`config.mk`:
```
export PLATFORM = sky130hd
export DESIGN_NAME = ltc2308_sampler
export DESIGN_NICKNAME = d
export VERILOG_FILES = /design/src/rtl/ltc2308_sampler.sv
export SDC_FILE = /design/constraint.sdc
export NUM_CORES = 1
export LEC_CHECK = 0
export BUFFER_PORTS_ARGS = -buffer_cell sky130_fd_sc_hd__buf_2
export CELL_PAD_IN_SITES_DETAIL_PLACEMENT = 0
export CELL_PAD_IN_SITES_GLOBAL_PLACEMENT = 2
export CORE_ASPECT_RATIO = 1.75
export CORE_UTILIZATION = 40
export CTS_BUF_LIST = sky130_fd_sc_hd__clkbuf_4
export CTS_CLUSTER_SIZE = 20
export DETAILED_ROUTE_END_ITERATION = 12
export GPL_TIMING_DRIVEN = 0
export PLACE_DENSITY = 0.88
export RECOVER_POWER = 50
export SKIP_CTS_REPAIR_TIMING = 1
export SYNTH_ARGS = -nofsm -noshare
export SYNTH_HDL_FRONTEND = slang
export SYNTH_SLANG_ARGS = --single-unit
export TNS_END_PERCENT = 1
```
`constraint.sdc`:
```
create_clock -name clk -period 4.1 [get_ports clk]
set_input_delay 0.205 -clock clk [delete_from_list [all_inputs] [get_ports clk]]
set_output_delay 0.205 -clock clk [all_outputs]
set_load 0.1 [all_outputs]
```
`src/rtl/ltc2308_sampler.sv`:
```
// LTC2308 SPI ADC sampler: periodic conversions on a selectable single-ended channel,
// optional 2^AVG_LOG2 box averaging, held 12-bit result with a one-cycle valid strobe.
module ltc2308_sampler #(
  parameter int unsigned SCK_DIV       = 2,
  parameter int unsigned CONVST_CYCLES = 2,
  parameter int unsigned CONV_CYCLES   = 80,
  parameter int unsigned SAMPLE_PERIOD = 500,
  parameter int unsigned AVG_LOG2      = 0
) (
  input  logic        clk,
  input  logic        reset,
  input  logic [2:0]  channel,
  output logic        adc_convst,
  output logic        adc_sck,
  output logic        adc_sdi,
  input  logic        adc_sdo,
  output logic [11:0] dout,
  output logic [2:0]  dout_ch,
  output logic        dout_valid
);

  localparam int unsigned T01  = (CONVST_CYCLES > CONV_CYCLES) ? CONVST_CYCLES : CONV_CYCLES;
  localparam int unsigned TMAX = (T01 > 2 * SCK_DIV) ? T01 : 2 * SCK_DIV;
  localparam int unsigned TW   = $clog2(TMAX + 1);
  localparam int unsigned PW   = $clog2(SAMPLE_PERIOD + 1);
  localparam int unsigned AW   = 12 + AVG_LOG2;
  localparam int unsigned NW   = AVG_LOG2 + 1;

  localparam logic [2:0] S_IDLE   = 3'd0;
  localparam logic [2:0] S_CONVST = 3'd1;
  localparam logic [2:0] S_CONV   = 3'd2;
  localparam logic [2:0] S_SHIFT  = 3'd3;
  localparam logic [2:0] S_DONE   = 3'd4;

  logic [2:0]    state, state_nx;
  logic [TW-1:0] tcnt, tcnt_nx;
  logic [3:0]    bitn, bitn_nx;
  logic [PW-1:0] pcnt;
  logic          pending;
  logic          tick_c, start_c;
  logic [2:0]    cfg_ch, res_ch, acc_ch;
  logic          rv;
  logic [11:0]   sreg;
  logic [11:0]   sdi_word_c;
  logic [AW-1:0] acc, acc_sum_c;
  logic [NW-1:0] acc_n, acc_n_sum_c;
  logic          restart_c, full_c;

  assign tick_c  = (pcnt == PW'(SAMPLE_PERIOD - 1));
  assign start_c = (state == S_IDLE) && (tick_c || pending);

  // Config word S/D, O/S, S1, S0, UNI, SLP followed by zeros for the rest of the frame
  assign sdi_word_c = {1'b1, cfg_ch[0], cfg_ch[2], cfg_ch[1], 1'b1, 7'b0};

  // Box average: a channel change drops any partial sum
  assign restart_c   = (acc_ch != res_ch);
  assign acc_sum_c   = (restart_c ? '0 : acc) + AW'(sreg);
  assign acc_n_sum_c = (restart_c ? '0 : acc_n) + NW'(1);
  assign full_c      = (acc_n_sum_c == NW'(1 << AVG_LOG2));

  always_ff @(posedge clk) begin
    if (reset) begin
      state <= S_IDLE;
      tcnt  <= '0;
      bitn  <= '0;
    end else begin
      state <= state_nx;
      tcnt  <= tcnt_nx;
      bitn  <= bitn_nx;
    end
  end

  always_comb begin
    state_nx = state;
    tcnt_nx  = tcnt;
    bitn_nx  = bitn;
    case (state)
      S_IDLE: begin
        if (start_c) begin
          state_nx = S_CONVST;
          tcnt_nx  = '0;
        end
      end
      S_CONVST: begin
        if (tcnt == TW'(CONVST_CYCLES - 1)) begin
          state_nx = S_CONV;
          tcnt_nx  = '0;
        end else begin
          tcnt_nx = tcnt + TW'(1);
        end
      end
      S_CONV: begin
        if (tcnt == TW'(CONV_CYCLES - 1)) begin
          state_nx = S_SHIFT;
          tcnt_nx  = '0;
          bitn_nx  = '0;
        end else begin
          tcnt_nx = tcnt + TW'(1);
        end
      end
      S_SHIFT: begin
        if (tcnt == TW'(2 * SCK_DIV - 1)) begin
          tcnt_nx = '0;
          if (bitn == 4'd11) begin
            state_nx = S_DONE;
          end else begin
            bitn_nx = bitn + 4'd1;
          end
        end else begin
          tcnt_nx = tcnt + TW'(1);
        end
      end
      S_DONE:  state_nx = S_IDLE;
      default: state_nx = S_IDLE;
    endcase
  end

  // Sample-period timer and one-deep pending request
  always_ff @(posedge clk) begin
    if (reset) begin
      pcnt    <= '0;
      pending <= 1'b0;
    end else begin
      pcnt <= tick_c ? '0 : pcnt + PW'(1);
      if (start_c) begin
        pending <= 1'b0;
      end else if (tick_c && (state != S_IDLE)) begin
        pending <= 1'b1;
      end
    end
  end

  // ADC pins are registered from the next state so they line up with state entry
  always_ff @(posedge clk) begin
    if (reset) begin
      adc_convst <= 1'b0;
      adc_sck    <= 1'b0;
      adc_sdi    <= 1'b0;
      cfg_ch     <= '0;
      sreg       <= '0;
    end else begin
      adc_convst <= (state_nx == S_CONVST);
      adc_sck    <= (state_nx == S_SHIFT) && (tcnt_nx >= TW'(SCK_DIV));
      adc_sdi    <= (state_nx == S_SHIFT) && sdi_word_c[4'(4'd11 - bitn_nx)];
      if (start_c) begin
        cfg_ch <= channel;
      end
      if ((state == S_SHIFT) && (tcnt == TW'(SCK_DIV - 1))) begin
        sreg <= {sreg[10:0], adc_sdo};
      end
    end
  end

  // Result ownership: the data read in a frame belongs to the previous frame's config
  always_ff @(posedge clk) begin
    if (reset) begin
      res_ch     <= '0;
      rv         <= 1'b0;
      acc        <= '0;
      acc_n      <= '0;
      acc_ch     <= '0;
      dout       <= '0;
      dout_ch    <= '0;
      dout_valid <= 1'b0;
    end else begin
      dout_valid <= 1'b0;
      if (state == S_DONE) begin
        if (rv) begin
          acc_ch <= res_ch;
          if (full_c) begin
            dout       <= 12'(acc_sum_c >> AVG_LOG2);
            dout_ch    <= res_ch;
            dout_valid <= 1'b1;
            acc        <= '0;
            acc_n      <= '0;
          end else begin
            acc   <= acc_sum_c;
            acc_n <= acc_n_sum_c;
          end
        end
        res_ch <= cfg_ch;
        rv     <= 1'b1;
      end
    end
  end

endmodule

```
==> results.py, run 1 <==
metrics = {
    "worst_hold_path": {
        "min_path_cells": 3,
        "min_path_type": "primary input to flop",
    },
    "critical_path": {
        "r2r_cells": 7,
        "critical-path-top-delay-family": "simple AND/OR/NAND/NOR gates",
        "crit_type": "flop to flop",
        "critical-path-max-stage-delay_ns": 0.68,
        "crit_path_start_kind": "flop",
        "path_cells": "clkbuf_1 > inv_1 > nor3_1 > nand2_1 > clkbuf_1 > nand2_1 > a21oi_1",
        "worst-endpoint-required_ns": 4.37,
        "crit_path_end_kind": "flop",
        "cp.depth": 7,
        "path_buf_inv": 3,
        "slowest_stage": "nor3_1",
        "worstPathMaxFanout": 10,
        "arrival_ns": 2.87,
    },
    "final_layout": {
        "final_common_cell": "nand2_1",
        "drive_gt1_share_pct": 10.1,
        "stdcell_area_um2": 3070,
        "area_growth_syn_to_layout_pct": 10.8,
        "layout_common_cells": "nand2_1 (67), dfxtp_1 (62), a21oi_1 (41)",
        "finalNetCount": 374,
        "diodes": 0,
        "final_cells": 448,
        "final_util_pct": 46.6,
    },
    "floorplan": {
        "die_w_um": 64.9,
        "core-area_um2": 6590,
        "dieArea_um2": 7280,
        "initial_core_util_pct": 42.1,
        "io_pins": 25,
        "die_h_um": 112,
        "std_cell_rows": 39,
    },
    "job": {
        "maxCapViolCount": 0,
    },
    "timing": {
        "setup_viol_count_final": 0,
        "grt_setup_unrepaired": "no",
        "whs_ns": 0.0356,
        "tns_ns": 0,
        "min_period_ns": 2.60,
        "clock.fmax_mhz": 385,
        "slew_violations": 0,
        "fin_ws_ns": 1.50,
        "relSlewSlack_pct": 22.4,
        "hold_viol_final": 0,
        "min_period_over_period_pct": 63.4,
        "finClkSkew_ns": 0.0155,
        "tightestPinTransition_ns": 1.17,
    },
    "cts": {
        "htreeDepth": 3,
        "clockBufferDepth": 2,
        "root_buffer": "clkbuf_4",
        "cts_tree": "built",
        "clk_pin_slew_worst_paths_ns": 0.11,
        "clk_latency_ns": 0.41,
        "cts_made_buffers": 9,
        "clock_sinks": 62,
    },
    "grt": {
        "grt_pass1_vias": 2229,
        "grt.total_usage_pct": 19.6,
        "grt_pass1_wl_mm": 10.7,
        "grt_max_degree": 11,
        "grt-ovfl-total": 0,
        "antenna_found_initial": 0,
    },
    "detailed_routing": {
        "drc": 0,
        "num_vias": 2321,
        "wl_per_cell_um": 14.2,
        "dr.pass1.iters": 5,
        "drt-total-wl_mm": 6.36,
        "drt-initial-drc-count": 125,
        "drt.antenna.violating_nets": 0,
        "viasPerCell": 5.18,
    },
    "synthesis": {
        "seq_area_frac_synth_pct": 44.8,
        "netlist_instances": 330,
        "yosysTopAreaCell": "dfxtp_1",
        "yosysTopAreaCellShare_pct": 44.8,
        "synth_nets": 340,
        "syn_area_um2": 2770,
        "async_flop_share_pct": 0,
        "synth.area.top_cells": "dfxtp_1 (45%), nand2_1 (9.1%), a21oi_1 (7.4%), nor2_1 (4.7%), mux2i_1 (3.2%)",
        "ys_types": 49,
        "synth.avg_cell_area_um2": 8.40,
        "yosys_warnings": 0,
        "synth_seq_cells": 62,
        "synth_flop_cell": "dfxtp_1",
        "synth_edf_count": 0,
    },
    "power": {
        "ir_drop_mv": 0.183,
        "p_per_area_nw_per_um2": 336,
        "intPower_mw": 0.800,
        "swShare_pct": 22.5,
        "power_switching_mw": 0.232,
        "pwr-share-clk_pct": 37.5,
        "p_leak_nw": 1.10,
        "p_seq_share_pct": 59.2,
        "combPwrFrac_pct": 3.3,
        "finalPower_mw": 1.03,
    },
    "placement": {
        "gp_congestion": 0.772,
        "dp_hpwl_mm": 4.68,
        "dp_slack_ns": 1.87,
        "place_area_um2": 2990,
        "portBuffers": 23,
        "place_inst": 435,
    },
    "status": {
        "status": "finished, final reports clean",
    },
}
## layout make-up
type                       count  area [um2]
fill                         708        3510
multi-input combinational    245        1410
sequential                    62        1240
tap                           82         103
buffer                        19        95.1
timing repair buffer          23        91.3
clock buffer                  10        75.1
clock inverter                 3        38.8
inverter                       4        15.0
## flip-flops by register name, summed over array words and instances, names as in the netlist, 3 cells and up
register  cells
acc_ch        3
bitn          4
cfg_ch        3
dout         12
pcnt          9
res_ch        3
sreg         12
state         3
tcnt          7
## synthesized netlist by cell type (6+ instances only)
cell type,number
nand2_1,67
nor2b_1,7
and3_1,8
dfxtp_1,62
nand3_1,10
clkbuf_1,10
o21ai_0,7
buf_2,6
mux2i_1,9
nor2_1,35
a21oi_1,41
## power by group through the flow
| stage | logic, mW | registers [mW] | clock network (mW) |
|---|---|---|---|
| final | 0.0343 | 0.611 | 0.387 |
| after global routing | 0.0383 | 0.612 | 0.428 |
| after CTS | 0.0351 | 0.611 | 0.403 |
| after detailed placement | 0.0348 | 0.625 | 0 |
| after global placement | 0.0348 | 0.625 | 0 |
| after floorplan | 0.0250 | 0.624 | 0 |
## worst min-delay path, stage by stage
cell and delay [ns]:
buf_2 0.08, mux2i_1 0.06, nor2_1 0.07
## kinds of logic after synthesis
group / count (synthesis) / synth area share (%)
adder cells (fa/ha/maj): 4 / 1.81
XOR/XNOR: 8 / 2.53
flip-flops: 62 / 44.8
multiplexers: 11 / 4.06
AO/OA/AOI/OAI: 65 / 14.4
AND/OR/NAND/NOR: 157 / 28.4
buffers and inverters: 23 / 4.06
## worst paths after layout
| kind | startpoint | end | slack [ns] |
|---|---|---|---|
| max | state[2] | dout[11] | 1.50 |
| min | channel[2] | cfg_ch[2] | 0.04 |
| max reg2reg | state[2] | dout[11] | 1.50 |
| min reg2reg | res_ch[0] | acc_ch[0] | 0.46 |
## layer usage
metal  wire [um]  global-route usage, %
met3         181                   5.18
met5           0                      0
met4          92                   8.89
met2        3410                   34.8
met1        2680                   20.9
Power figures use the tool's default switching activity.
==> run 2, diff against run 1 <==
- ABC_AREA: default -> 1
- CORE_UTILIZATION: 40 -> 34
- PLACE_DENSITY: 0.88 -> 0.82
- clock period: 4.1 -> 2.4 ns (I/O delays scaled with it)
==> results.py, run 2 <==
metrics = {
    "status": {
        "status": "finished, final reports clean",
    },
    "critical_path": {
        "worstPathMaxFanout": 9,
        "crit_path_start_kind": "flop",
        "critical-path-top-delay-family": "simple AND/OR/NAND/NOR gates",
        "arrival_ns": 2.30,
        "worst-endpoint-required_ns": 2.71,
        "crit_path_end_kind": "flop",
        "r2r_cells": 10,
        "rr_endpoint": "adc_sdi",
        "critical-path-max-stage-delay_ns": 0.43,
        "slowest_stage": "dfxtp_1",
        "crit_type": "flop to flop",
        "r2r_slack_ns": 0.41,
        "r2r-start": "tcnt[0]",
        "path_cells": "ha_1 > inv_1 > nor2_1 > nand2_1 > o21ai_0 > nand2_1 > nor2_1 > nor2_1 > nand2_1 > a21oi_1",
        "path_buf_inv": 1,
    },
    "timing": {
        "grt_setup_unrepaired": "no",
        "min_period_over_period_pct": 83.0,
        "tightestPinTransition_ns": 1.17,
        "hold_viol_final": 0,
        "clock.fmax_mhz": 502,
        "min_period_ns": 1.99,
        "finClkSkew_ns": 0.0136,
        "setup_viol_count_final": 0,
        "tns_ns": 0,
        "slew_violations": 0,
        "relSlewSlack_pct": 22.5,
    },
    "grt": {
        "grt_pass1_wl_mm": 11.8,
        "grt-ovfl-total": 0,
        "grt.total_usage_pct": 18.1,
        "grt_max_degree": 12,
        "grt_pass1_vias": 2516,
        "antenna_found_initial": 0,
    },
    "power": {
        "ir_drop_mv": 0.318,
        "power_switching_mw": 0.433,
        "p_per_area_nw_per_um2": 578,
        "combPwrFrac_pct": 2.1,
        "pwr-share-clk_pct": 40.4,
        "finalPower_mw": 1.80,
        "p_seq_share_pct": 57.4,
        "swShare_pct": 24.0,
        "intPower_mw": 1.37,
        "p_leak_nw": 1.32,
    },
    "synthesis": {
        "syn_area_um2": 2760,
        "seq_area_frac_synth_pct": 45.0,
        "synth_seq_cells": 62,
        "yosysTopAreaCell": "dfxtp_1",
        "netlist_instances": 403,
        "synth_nets": 413,
        "synth_commonest_cells": "nand2_1 (93), nor2_1 (70), dfxtp_1 (62), inv_1 (40), nand3_1 (38)",
        "synth.area.top_cells": "dfxtp_1 (45%), nand2_1 (13%), nor2_1 (9.5%), nand3_1 (6.9%), a21oi_1 (5.6%)",
        "yosysTopAreaCellShare_pct": 45.0,
        "yosys_warnings": 0,
        "ys_types": 24,
        "yosysMostFrequentCell": "nand2_1",
        "synth_flop_cell": "dfxtp_1",
        "synth.avg_cell_area_um2": 6.84,
        "async_flop_share_pct": 0,
        "synth_edf_count": 0,
    },
    "final_layout": {
        "finalNetCount": 451,
        "top_regs": "dout: 12 flops, sreg: 12 flops, pcnt: 9 flops",
        "final_util_pct": 39.5,
        "final_common_cell": "nand2_1",
        "layout_common_cells": "nand2_1 (94), nor2_1 (70), dfxtp_1 (62)",
        "drive_gt1_share_pct": 6.05,
        "area_growth_syn_to_layout_pct": 13.3,
        "diodes": 0,
    },
    "placement": {
        "portBuffers": 24,
        "gp_congestion": 0.742,
        "dp_hpwl_mm": 5.31,
    },
    "cts": {
        "clk_pin_slew_worst_paths_ns": 0.11,
        "cts_made_buffers": 9,
        "root_buffer": "clkbuf_4",
        "clockBufferDepth": 2,
        "htreeDepth": 3,
        "clk_latency_ns": 0.42,
        "cts_tree": "built",
        "clock_sinks": 62,
    },
    "detailed_routing": {
        "drt-initial-drc-count": 122,
        "drt.antenna.violating_nets": 0,
        "num_vias": 2605,
        "wl_per_cell_um": 12.9,
        "drt-total-wl_mm": 6.90,
        "drc": 0,
        "viasPerCell": 4.86,
        "dr.pass1.iters": 4,
    },
    "floorplan": {
        "core-area_um2": 7910,
        "die_w_um": 70.1,
        "io_pins": 25,
        "std_cell_rows": 43,
        "dieArea_um2": 8490,
        "initial_core_util_pct": 34.9,
        "die_h_um": 121,
    },
    "worst_hold_path": {
        "hold_start": "channel[2]",
        "holdPathEnd": "cfg_ch[2]",
        "min_path_cells": 3,
        "min_path_type": "primary input to flop",
    },
    "job": {
        "maxCapViolCount": 0,
    },
}
[run 2: how the worst max path moves through the flow]
stage                        from      end  cells past startpoint
after floorplan           tcnt[0]  adc_sck                     12
after global placement    pcnt[0]  adc_sdi                     10
after detailed placement  pcnt[0]  adc_sdi                     10
after CTS                 pcnt[0]  adc_sdi                     10
after global routing      tcnt[0]  adc_sck                     12
final                     tcnt[0]  adc_sdi                     10
[run 2: routing by layer]
layer  global-route usage [%]  share of wire (%)  vias to the layer above
li1                         -                  -                     1366
met1                     18.0                 39                     1183
met2                     34.3                 55                       40
met3                     4.24                2.7                       16
met4                     9.25                2.8                        0
met5                        0                  0                        -
[run 2: final cells by class]
cell class              count  area (um2)
clock inverters             6        62.6
flip-flops and latches     62        1240
clock buffers              10        75.1
multi-input cells         287        1300
repair buffers             27         126
plain buffers              12        46.3
fillers                   872        4790
well taps                  90         113
inverters                  42         158
[run 2: through the flow]
step                cell area [um2]  instances  hold WS (ns)  setup WS, ns
global placement               2990        517         0.355         0.406
finish                         3120        536       0.00555         0.408
CTS                            3130        533       -0.0937         0.409
detailed placement             2990        517         0.365         0.435
global route                   3120        536        0.0261         0.206
floorplan                      2760        403         0.255         0.829
[run 2: cell families (layout without fill, tap and decap cells)]
family | count (synthesis) | count (layout) | share of synthesized area, %
buffers and inverters | 54 | 97 | 7.49
and+or+nand+nor | 219 | 219 | 33.4
adders and majority gates | 4 | 4 | 1.82
AOI/OAI and AO/OA | 62 | 62 | 11.6
DFF | 62 | 62 | 45.0
xor gates and xnor gates | 2 | 2 | 0.636
[run 2: power groups by stage]
stage	registers (mW)	logic (mW)	clock network (mW)
after floorplan	1.06	0.0204	0
after global placement	1.06	0.0357	0
after detailed placement	1.06	0.0364	0
after CTS	1.04	0.0365	0.754
after global routing	1.04	0.0452	0.793
final	1.04	0.0387	0.729
[run 2: worst min-delay path, stage by stage]
cell and delay, ns:
buf_2 0.08, o21ai_0 0.09, nor2_1 0.10
==> run 3, diff against run 2 <==
- clock period: 2.4 -> 1.85 ns (I/O delays scaled with it)
==> results.py, run 3 (synthesis gave the netlist of run 2 again) <==
metrics = {
    "final_layout": {
        "layout_common_cells": "nand2_1 (84), nor2_1 (69), dfxtp_1 (57)",
        "fill_cells": 844,
        "top_regs": "dout: 12 flops, sreg: 12 flops, pcnt: 9 flops",
        "finalNetCount": 455,
        "final_common_cell": "nand2_1",
        "diodes": 0,
        "area_growth_syn_to_layout_pct": 19.1,
        "drive_gt1_share_pct": 16.7,
    },
    "critical_path": {
        "crit_path_end_kind": "flop",
        "worstPathMaxFanout": 5,
        "r2r-start": "pcnt[1]",
        "crit_type": "flop to flop",
        "r2r_slack_ns": 0.13,
        "worst-endpoint-required_ns": 2.18,
        "crit_path_start_kind": "flop",
        "arrival_ns": 2.06,
        "rr_endpoint": "adc_sck",
        "r2r_cells": 12,
    },
    "floorplan": {
        "io_pins": 25,
        "initial_core_util_pct": 34.9,
        "die_h_um": 121,
        "std_cell_rows": 43,
        "core-area_um2": 7910,
        "die_w_um": 70.1,
        "dieArea_um2": 8490,
    },
    "worst_hold_path": {
        "hold_start": "reset",
        "min_path_cells": 4,
        "min_path_type": "primary input to flop",
        "holdPathEnd": "res_ch[0]",
    },
    "job": {
        "maxCapViolCount": 0,
    },
    "timing": {
        "clock.fmax_mhz": 580,
        "hold_viol_final": 0,
        "fin_ws_ns": 0.126,
        "min_period_ns": 1.72,
        "finClkSkew_ns": 0.0124,
        "tightestPinTransition_ns": 0.609,
        "setup_viol_count_final": 0,
        "relSlewSlack_pct": 59.4,
        "min_period_over_period_pct": 93.2,
        "slew_violations": 0,
        "grt_setup_unrepaired": "yes",
        "whs_ns": 0.0500,
    },
    "cts": {
        "cts_tree": "built",
        "htreeDepth": 3,
        "clk_latency_ns": 0.42,
        "cts_made_buffers": 9,
        "clk_pin_slew_worst_paths_ns": 0.12,
        "clockBufferDepth": 2,
        "root_buffer": "clkbuf_4",
        "clock_sinks": 62,
    },
    "grt": {
        "grt-ovfl-total": 0,
        "grt_pass1_vias": 2516,
        "antenna_found_initial": 0,
        "grt.total_usage_pct": 18.1,
        "grt_max_degree": 12,
        "grt_pass1_wl_mm": 11.8,
    },
    "status": {
        "status": "finished, final reports clean",
    },
    "detailed_routing": {
        "drt-initial-drc-count": 104,
        "wl_per_cell_um": 13.0,
        "drc": 0,
        "num_vias": 2607,
        "viasPerCell": 4.83,
        "drt.antenna.violating_nets": 0,
        "dr.pass1.iters": 4,
        "drt-total-wl_mm": 7.01,
    },
    "power": {
        "p_per_area_nw_per_um2": 715,
        "ir_drop_mv": 0.413,
        "p_leak_nw": 1.43,
    },
    "placement": {
        "dp_slack_ns": -0.115,
        "gp_congestion": 0.742,
        "dp_hpwl_mm": 5.31,
        "portBuffers": 24,
    },
}
==> run 3: cell count changes in the layout (fill, tap and decap cells not counted), sizes merged <==
cell	previous run	this run
dlygate4sd3	3	4
buf	7	10
==> run 3: layout make-up <==
class                      instances  area, um2  area share, %
sequential                        62       1250           38.2
multi-input combinational        287       1390           42.3
clock inverter                     6       62.6           1.91
timing repair buffer              31        183           5.57
clock buffer                      10       75.1           2.29
tap                               90        113           3.43
buffer                            12       48.8           1.49
inverter                          42        158           4.80
==> run 3: stage by stage <==
stage | setup TNS, ns | util [%] | total power, mW | cell area, um2 | cells
finish | 0 | 41.5 | 2.35 | 3280 | 540
global route | -0.0918 | 41.5 | 2.44 | 3280 | 540
CTS | -0.232 | 39.5 | 2.37 | 3130 | 533
detailed placement | -0.179 | 37.8 | 1.42 | 2990 | 517
global placement | -0.248 | 37.8 | 1.42 | 2990 | 517
floorplan | 0 | - | 1.40 | 2760 | 403
==> run 3: power by group <==
group / total, mW / internal [mW] / switching [mW]
logic: 0.0547 / 0.0206 / 0.0341
clock network: 0.948 / 0.421 / 0.527
registers: 1.34 / 1.34 / 0.00662
total: 2.35 / 1.78 / 0.568
==> run 3: worst max path at each step <==
stage / startpoint / end / slack [ns] / depth (start not counted)
after floorplan: tcnt[0] / adc_sck / 0.28 / 12
after global placement: pcnt[0] / adc_sdi / -0.14 / 10
after detailed placement: pcnt[0] / adc_sdi / -0.12 / 10
after CTS: pcnt[0] / adc_sdi / -0.14 / 10
after global routing: tcnt[1] / adc_sck / -0.05 / 12
final: pcnt[1] / adc_sck / 0.13 / 12
==> run 3: routing by layer <==
layer	up-vias	wire (um)	GRT usage [%]
met4	0	156	9.25
met3	14	153	4.24
met1	1190	2770	18.0
li1	1377	-	-
met2	26	3930	34.3
met5	-	0	0
==> run 3: critical path: stages (launching register included) <==
cell      delay, ns
dfxtp_4        0.38
ha_4           0.13
nand2_2        0.05
nand3b_1       0.25
buf_4          0.20
nand3_2        0.07
nand2_4        0.08
nand2_2        0.09
nand2_2        0.05
nor2_1         0.11
nand2_1        0.07
nor2_1         0.10
nor2_1         0.04
